## config.mk

```make
export PLATFORM = sky130hd
export DESIGN_NAME = hack_state_unit_flat
export DESIGN_NICKNAME = d
export VERILOG_FILES = /design/src/rtl/hack_state_unit_if.sv /design/src/rtl/hack_state_unit.sv /design/src/flat_wrapper.sv
export SDC_FILE = /design/constraint.sdc
export NUM_CORES = 1
export LEC_CHECK = 0
export ABC_CLOCK_PERIOD_IN_PS = 1760
export CAP_MARGIN = 20
export CORE_MARGIN = 1
export CORE_UTILIZATION = 41
export CTS_BUF_LIST = sky130_fd_sc_hd__clkbuf_16
export DETAILED_ROUTE_END_ITERATION = 8
export GPL_TIMING_DRIVEN = 1
export PLACE_DENSITY = 0.76
export RECOVER_POWER = 25
export SYNTH_ARGS = -nofsm -noshare
export SYNTH_HDL_FRONTEND = slang
export SYNTH_SLANG_ARGS = --single-unit
```

## constraint.sdc

```tcl
create_clock -name clk -period 1.76 [get_ports clk]
set_clock_uncertainty 0.1 [all_clocks]
set_input_delay 0.44 -clock clk [delete_from_list [all_inputs] [get_ports clk]]
set_output_delay 0.44 -clock clk [all_outputs]
set_load 0.005 [all_outputs]
```

## src/rtl/hack_state_unit_if.sv

```systemverilog
// Memory-side handshake bundle of the Hack state unit: the instruction ROM
// fetch channel and the data RAM write channel.
interface hack_state_unit_if #(
    parameter int PC_W = 15
);
    // ROM fetch channel (the ROM address is the unit's program counter)
    logic            fetch_req;
    logic [15:0]     instr;
    logic            instr_valid;

    // RAM write channel
    logic            write_req;
    logic            mem_ack;
    logic [PC_W-1:0] address_m;
    logic [15:0]     out_m;

    // The CPU state unit drives requests and consumes ROM data / RAM acks
    modport master (
        output fetch_req,
        input  instr,
        input  instr_valid,
        output write_req,
        input  mem_ack,
        output address_m,
        output out_m
    );

    // The memory subsystem answers requests
    modport slave (
        input  fetch_req,
        output instr,
        output instr_valid,
        input  write_req,
        output mem_ack,
        input  address_m,
        input  out_m
    );
endinterface

```

## src/rtl/hack_state_unit.sv

```systemverilog
// Hack CPU state-holding stage: A, D, PC and instruction registers, jump
// evaluation and a FETCH/EXEC/WRITE sequencer that handshakes with ROM and
// RAM so both may have variable latency.
module hack_state_unit #(
    parameter int PC_W = 15
) (
    input  logic             clk,
    input  logic             rst_n,
    hack_state_unit_if.master mem,
    input  logic [15:0]      a_mux_out_i,
    input  logic [15:0]      alu_out_i,
    input  logic             zr_i,
    input  logic             ng_i,
    output logic [PC_W-1:0]  pc_o,
    output logic [15:0]      ir_o,
    output logic [15:0]      a_reg_o,
    output logic [15:0]      d_reg_o
);
    localparam logic [1:0] S_FETCH = 2'd0;
    localparam logic [1:0] S_EXEC  = 2'd1;
    localparam logic [1:0] S_WRITE = 2'd2;

    logic [1:0]      state_q,     state_d;
    logic [PC_W-1:0] pc_q,        pc_d;
    logic [15:0]     ir_q,        ir_d;
    logic [15:0]     a_q,         a_d;
    logic [15:0]     d_q,         d_d;
    logic [PC_W-1:0] wr_addr_q,   wr_addr_d;
    logic [15:0]     out_m_q,     out_m_d;
    logic            write_req_q, write_req_d;

    // Instruction decode; a C-instruction has ir[15] set
    logic c_instr, a_load, d_load, m_write, jmp;
    logic [PC_W-1:0] a_addr;

    assign c_instr = ir_q[15];
    assign a_load  = !c_instr | ir_q[5];
    assign d_load  = c_instr & ir_q[4];
    assign m_write = c_instr & ir_q[3];
    assign jmp     = c_instr & ((ir_q[2] & ng_i) | (ir_q[1] & zr_i) |
                                (ir_q[0] & !ng_i & !zr_i));
    // Jump target and write address both use A as it was before this EXEC
    assign a_addr  = a_q[PC_W-1:0];

    // Next-state logic for the sequencer and all architectural registers
    always_comb begin
        // NOTE: every always_comb target gets a default first so no path leaves it unassigned and infers a latch.
        state_d     = state_q;
        pc_d        = pc_q;
        ir_d        = ir_q;
        a_d         = a_q;
        d_d         = d_q;
        wr_addr_d   = wr_addr_q;
        out_m_d     = out_m_q;
        write_req_d = write_req_q;
        case (state_q)
            S_FETCH: begin
                if (mem.instr_valid) begin
                    ir_d    = mem.instr;
                    state_d = S_EXEC;
                end
            end
            S_EXEC: begin
                if (a_load) a_d = a_mux_out_i;
                if (d_load) d_d = alu_out_i;
                pc_d = jmp ? a_addr : pc_q + PC_W'(1);
                if (m_write) begin
                    // Latch the write so the A update cannot disturb it
                    wr_addr_d   = a_addr;
                    out_m_d     = alu_out_i;
                    write_req_d = 1'b1;
                    state_d     = S_WRITE;
                end else begin
                    state_d = S_FETCH;
                end
            end
            S_WRITE: begin
                if (mem.mem_ack) begin
                    write_req_d = 1'b0;
                    state_d     = S_FETCH;
                end
            end
            default: begin
                write_req_d = 1'b0;
                state_d     = S_FETCH;
            end
        endcase
    end

    // State registers with asynchronous reset to a clean FETCH at pc 0
    always_ff @(posedge clk or negedge rst_n) begin
        if (!rst_n) begin
            state_q     <= S_FETCH;
            pc_q        <= '0;
            ir_q        <= '0;
            a_q         <= '0;
            d_q         <= '0;
            wr_addr_q   <= '0;
            out_m_q     <= '0;
            write_req_q <= 1'b0;
        end else begin
            // NOTE: non-blocking assignments so every register samples pre-edge values regardless of statement order.
            state_q     <= state_d;
            pc_q        <= pc_d;
            ir_q        <= ir_d;
            a_q         <= a_d;
            d_q         <= d_d;
            wr_addr_q   <= wr_addr_d;
            out_m_q     <= out_m_d;
            write_req_q <= write_req_d;
        end
    end

    // Memory handshake outputs; address_m switches to the latched address in WRITE
    assign mem.fetch_req = (state_q == S_FETCH);
    assign mem.write_req = write_req_q;
    assign mem.address_m = (state_q == S_WRITE) ? wr_addr_q : a_addr;
    assign mem.out_m     = out_m_q;

    assign pc_o    = pc_q;
    assign ir_o    = ir_q;
    assign a_reg_o = a_q;
    assign d_reg_o = d_q;
endmodule

```

## src/flat_wrapper.sv

```systemverilog
// flat-port wrapper written by rule: the top's interface ports become plain ports
module hack_state_unit_flat 
#(
    parameter int PC_W = 15
)
  (clk, rst_n, a_mux_out_i, alu_out_i, zr_i, ng_i, pc_o, ir_o, a_reg_o, d_reg_o, mem_fetch_req, mem_instr, mem_instr_valid, mem_write_req, mem_mem_ack, mem_address_m, mem_out_m);
  hack_state_unit_if #(.PC_W(PC_W)) mem_i ();
  input  logic clk;
  input  logic rst_n;
  input  logic [15:0] a_mux_out_i;
  input  logic [15:0] alu_out_i;
  input  logic zr_i;
  input  logic ng_i;
  output logic [PC_W-1:0] pc_o;
  output logic [15:0] ir_o;
  output logic [15:0] a_reg_o;
  output logic [15:0] d_reg_o;
  output wire logic [$bits(mem_i.fetch_req)-1:0] mem_fetch_req;
  input wire logic [$bits(mem_i.instr)-1:0] mem_instr;
  input wire logic [$bits(mem_i.instr_valid)-1:0] mem_instr_valid;
  output wire logic [$bits(mem_i.write_req)-1:0] mem_write_req;
  input wire logic [$bits(mem_i.mem_ack)-1:0] mem_mem_ack;
  output wire logic [$bits(mem_i.address_m)-1:0] mem_address_m;
  output wire logic [$bits(mem_i.out_m)-1:0] mem_out_m;
  assign mem_fetch_req = mem_i.fetch_req;
  assign mem_i.instr = mem_instr;
  assign mem_i.instr_valid = mem_instr_valid;
  assign mem_write_req = mem_i.write_req;
  assign mem_i.mem_ack = mem_mem_ack;
  assign mem_address_m = mem_i.address_m;
  assign mem_out_m = mem_i.out_m;
  hack_state_unit #(.PC_W(PC_W)) u_core (.clk(clk), .rst_n(rst_n), .mem(mem_i), .a_mux_out_i(a_mux_out_i), .alu_out_i(alu_out_i), .zr_i(zr_i), .ng_i(ng_i), .pc_o(pc_o), .ir_o(ir_o), .a_reg_o(a_reg_o), .d_reg_o(d_reg_o));
endmodule
```

; ---- Word level (Yosys, flattened, before mapping)
; Index checks and enable logic that the tools add are counted.
[word_totals]
reg_bits = 97
latch_bits = 0
ramBits = 0
mem_bits_ro = 0
output_inout_bits = 96
wordCells = 44
memories = 0
[op_classes]
n_addsub = 1
n_mul = 0
n_div = 0
order_cmp = 0
eq_ne = 5
n_shift = 0
muxes = 9
n_bitwise = 11
reduce_logical = 10
[ops]
columns = operator, count
row1 = 2-to-1 mux 15 bit, 2
row2 = "adder 15 x 1 -> 15 bit, second input constant", 1
row3 = AND reduction 2 bit, 5
row4 = AND 1 bit, 7
row5 = 2-to-1 mux 2 bit, 3
row6 = one-hot mux 2 bit (3 select lines), 1
row7 = "!= test 2 x 1 -> 1 bit, second input constant", 2
row8 = logical NOT 1 bit, 3
row9 = bitwise OR 1 bit, 3
row10 = one-hot mux 1 bit (3 select lines), 1
row11 = AND reduction 3 bit, 1
row12 = "== test 2 x 1 -> 1 bit, second input constant", 1
row13 = "== test 2 bit, second input constant", 1
row14 = logical NOT 2 bit, 1
row15 = 2-to-1 mux 1 bit, 2
row16 = "!= test 2 bit, second input constant", 1
row17 = NOT 1 bit, 1

; ---- Depth between registers and ports, before layout
[logic_depth]
depth_word = 6
depth_mapped = 6
depth_no_buf = 5

; ---- Worst setup path after synthesis
; OpenSTA, ideal clock, no wires.
[synth_timing]
kind = register -> output
startpoint = register u_core.state_q[0]
endpoint = output mem_address_m[10]
t_arrival_ns = 1.222
slack_ns = -0.002
path_stages_with_launch = 5
path_cell_list = dfrtp_1 > nor2b_1 > buf_2 > buf_2 > mux2_2
[synth_via]
elab_chain_len = 2
[synth_rtl]
columns = item, line_no
row1 = "start, declared", hack_state_unit.sv:23  ; logic [1:0] state_q, state_d;
row2 = "start signal, assigned", hack_state_unit.sv:103  ; state_q <= state_d;
row3 = == test 2 bit, hack_state_unit.sv:117  ; assign mem.address_m = (state_q == S_WRITE) ? wr_addr_q : a_addr;
row4 = 2-to-1 mux 15 bit, hack_state_unit.sv:117
row5 = "end, declared", flat_wrapper.sv:23  ; output wire logic [$bits(mem_i.address_m)-1:0] mem_address_m;
; No other way between the ends.

; ---- Worst setup path in the final report
[layout_timing]
startpoint = register u_core.state_q[0]
endpoint = output mem_address_m[1]
; The elaborated chain is that of the path after synthesis.

==> results <==
-- routing by layer --
metal	global-route usage (%)	vias up	share of wire, %
met5	0	-	0
met4	7.44	0	1.7
met3	5.57	18	6.4
met2	37.2	121	52
met1	26.5	1812	39
li1	-	1597	-
-- worst max-delay path: cells and delay by family (launching register included) --
kind                   cells  cell delay, ps
buffers and inverters      3             390
DFF                        1             410
muxes                      1             310
and+or+nand+nor            1             170
-- Yosys cell counts, drive strengths merged (2+ instances only) --
master and number:
dfrtp 97, nand3 13, and3 2, a2bb2oi 11, inv 5, nand2 11
a21oi 12, mux2i 12, nand4 7, and2 2, buf 17, and4 5
o21ai 6, clkbuf 4, nor2 2, mux2 93
-- sequential cells by signal, summed over array words and instances (netlist names) --
signal / flops
u_core.a_reg_o: 16
u_core.d_reg_o: 16
u_core.ir_o: 16
u_core.mem.out_m: 16
u_core.pc_o: 15
u_core.wr_addr_q: 15
u_core.state_q: 2
u_core.mem.write_req: 1
-- what timing repair did --
| item | CTS | global route |
|---|---|---|
| pin swaps | 1 | 10 |
| hold buffers | 1 | 0 |
| setup endpoints to repair | 57 | 111 |
| buffers inserted | 36 | 8 |
| endpoints found under the hold margin | 26 | 0 |
| gates resized for setup | 143 | 90 |
| cloned | 1 | 5 |
-- layout by cell type (no fill, tap or decap), types with 5 or more instances in the layout --
cell,count
dlygate4sd2_1,27
mux2_2,45
dfrtp_1,93
buf_4,59
o21ai_0,5
buf_6,30
mux2_4,48
nand3_1,11
a2bb2oi_2,7
nand4_1,7
nand2_1,11
mux2i_1,5
clkbuf_16,14
a21oi_1,11
clkdlybuf4s50_1,68
inv_1,5
dlymetal6s2s_1,37
buf_12,8
-- per-stage QoR --
stage / hold slack (ps) / util [%] / instance area, um2 / instances / worst slack [ps]
after global routing: 417 / 72.1 / 7440 / 679 / -422
after detailed placement: 303 / 60.6 / 6250 / 613 / -346
final: 395 / 72.1 / 7440 / 679 / -380
after floorplan: 44.4 / - / 4370 / 311 / 48.0
after global placement: 304 / 60.6 / 6250 / 613 / -295
after CTS: 398 / 67.4 / 6960 / 667 / -393
-- worst min path at each step --
| stage | start | endpoint | cells past startpoint |
|---|---|---|---|
| after floorplan | rst_n | u_core.a_reg_o[0]$_DFFE_PN0P_ | 0 |
| after global placement | rst_n | u_core.a_reg_o[3]$_DFFE_PN0P_ | 1 |
| after detailed placement | rst_n | u_core.wr_addr_q[3]$_DFFE_PN0P_ | 1 |
| after CTS | u_core.mem.out_m[12]$_DFFE_PN0P_ | u_core.mem.out_m[12]$_DFFE_PN0P_ | 1 |
| after global routing | u_core.d_reg_o[0]$_DFFE_PN0P_ | u_core.d_reg_o[0]$_DFFE_PN0P_ | 1 |
| final | u_core.mem.write_req$_DFFE_PN0P_ | u_core.mem.write_req$_DFFE_PN0P_ | 2 |
-- cell type report --
cell class                      count  area [um2]  area share, %
Multi-Input combinational cell    188        2050           27.5
Clock inverter                      7        86.3           1.16
Clock buffer                        9         225           3.03
Tap cell                          136         170           2.29
Timing Repair Buffer              237        2470           33.1
Inverter                            5        18.8          0.252
Sequential cell                    97        2430           32.7
-- logic make-up (layout without fill, tap and decap cells) --
kind of cell	Yosys count	in the layout	share of synthesized area, %
multiplexers	105	105	26.7
buffers and inverters	26	258	4.21
AO/OA/AOI/OAI	35	35	6.79
AND/OR/NAND/NOR	47	47	6.47
adder cells (fa/ha/maj)	1	1	0.286
flip-flops	97	97	55.5
-- power by group through the flow --
stage / Clock, uW / Sequential (uW) / Combinational, uW
global placement: 0 / 3950 / 5840
detailed placement: 0 / 4020 / 5950
floorplan: 0 / 4100 / 2450
CTS: 2090 / 3880 / 6670
finish: 2050 / 3920 / 7330
global route: 2170 / 4040 / 7780
==> impl_metrics.ini <==
[routing]
wl_per_cell_um = 18.4
drt-vias-per-instance = 5.23
drc_errors = 0
dr_total_vias = 3548
first_pass_iters = 4
drt_iter0_drc = 93
ant_nets = 0
totalWireLength_um = 12500

[power]
leakagePower_uw = 0.00364
p_seq_share_pct = 29.5
vdd_drop_max_uv = 841
p_sw_uw = 4150
power_frac_clock_pct = 15.4
total_power_uw = 13300
combPwrFrac_pct = 55.1
pwr_density_cell_nw_per_um2 = 1790
intPower_uw = 9150
swShare_pct = 31.2

[worst_hold_path]
min_path_type = reg -> reg

[yosys]
synth_area_per_cell_um2 = 14.1
ys_seq_area_share_pct = 55.5
ys.warnings.count = 0
yosys.area.top_type = dfrtp_1
ys_ff_latch = 97
syn_nets = 366
synthTopCellsByArea = dfrtp_1 (56%), mux2_2 (23%), mux2i_1 (2.7%)
synth_edf_count = 0
synth_cell_types = 40
async_reset_ff_share_pct = 100
dominantRegCellSynth = dfrtp_1
synthesis.area_um2 = 4370
synth_top_area_share_pct = 55.5
syn-instance-count = 311

[critical_path]
required_ps = 1220
max_stage_delay_ps = 410
worstPathCellList = nor2b_4, buf_6, buf_6, mux2_4, buf_6
startpoint = u_core.state_q[0]$_DFFE_PN0P_
regToRegSetupSlack_ps = -70
reg2reg_to = u_core.wr_addr_q[5]$_DFFE_PN0P_
slowest_stage = dfrtp_1
crit_type = reg -> out
setup.worst_path.end = mem_address_m[1]
critPathLaunchType = flip-flop
cp-end-kind = output port
r2r_start = u_core.state_q[0]$_DFFE_PN0P_
path_common_cell = buf_6
critPathMaxFanout = 4
reg2reg_depth = 6
cp.arrival_ps = 1600

[sta]
rsz0062_at_grt = true
fmax_mhz = 467
setup-tns-final_ps = -6240
maxSlewViolCount = 0
setup_viol = 46
worst_pin_slew_ps = 809
fin_crit_sh_pct = 122
slew_headroom_pct = 46.0
final.setup.worst_slack_ps = -380
report.final.hold_viol_count = 0
fin_crit_ps = 2140

[clock_tree]
clk_latency_ps = 330
clock_path_buffers = 2
cts.sinks = 97
cts_tree = done
clkSlewWorstSetupHoldPaths_ps = 70
clockRootBuffer = clkbuf_16
cts_made_buffers = 9
htree_levels = 3

[grt]
antenna_found_initial = 0
grt_max_degree = 43
grt_use_total_pct = 21.7
overflow = 0
grt_pass1_vias = 3769
grt_pass1_wl_um = 18900

[floorplanning]
initial_utilization_pct = 42.3
dieArea_um2 = 11100
fp.dieW_um = 105
io_pins = 150
dieHeight_um = 105
std_cell_rows = 37
coreArea_um2 = 10300

[final_layout]
antennaDiodeCount = 0
nNetsFinal = 593
fill_cells = 703
synthToLayoutAreaGrowth_pct = 70.3
drive_gt1_share_pct = 44.9

[run_status]
status = complete, but fails checks
violations = negative setup slack

[placement]
place.port_buffers = 149
hpwl_um = 7720
gp_congestion = 0.747

[flow_run]
cap_viol_max_count = 0
Power figures use the tool's default switching activity.
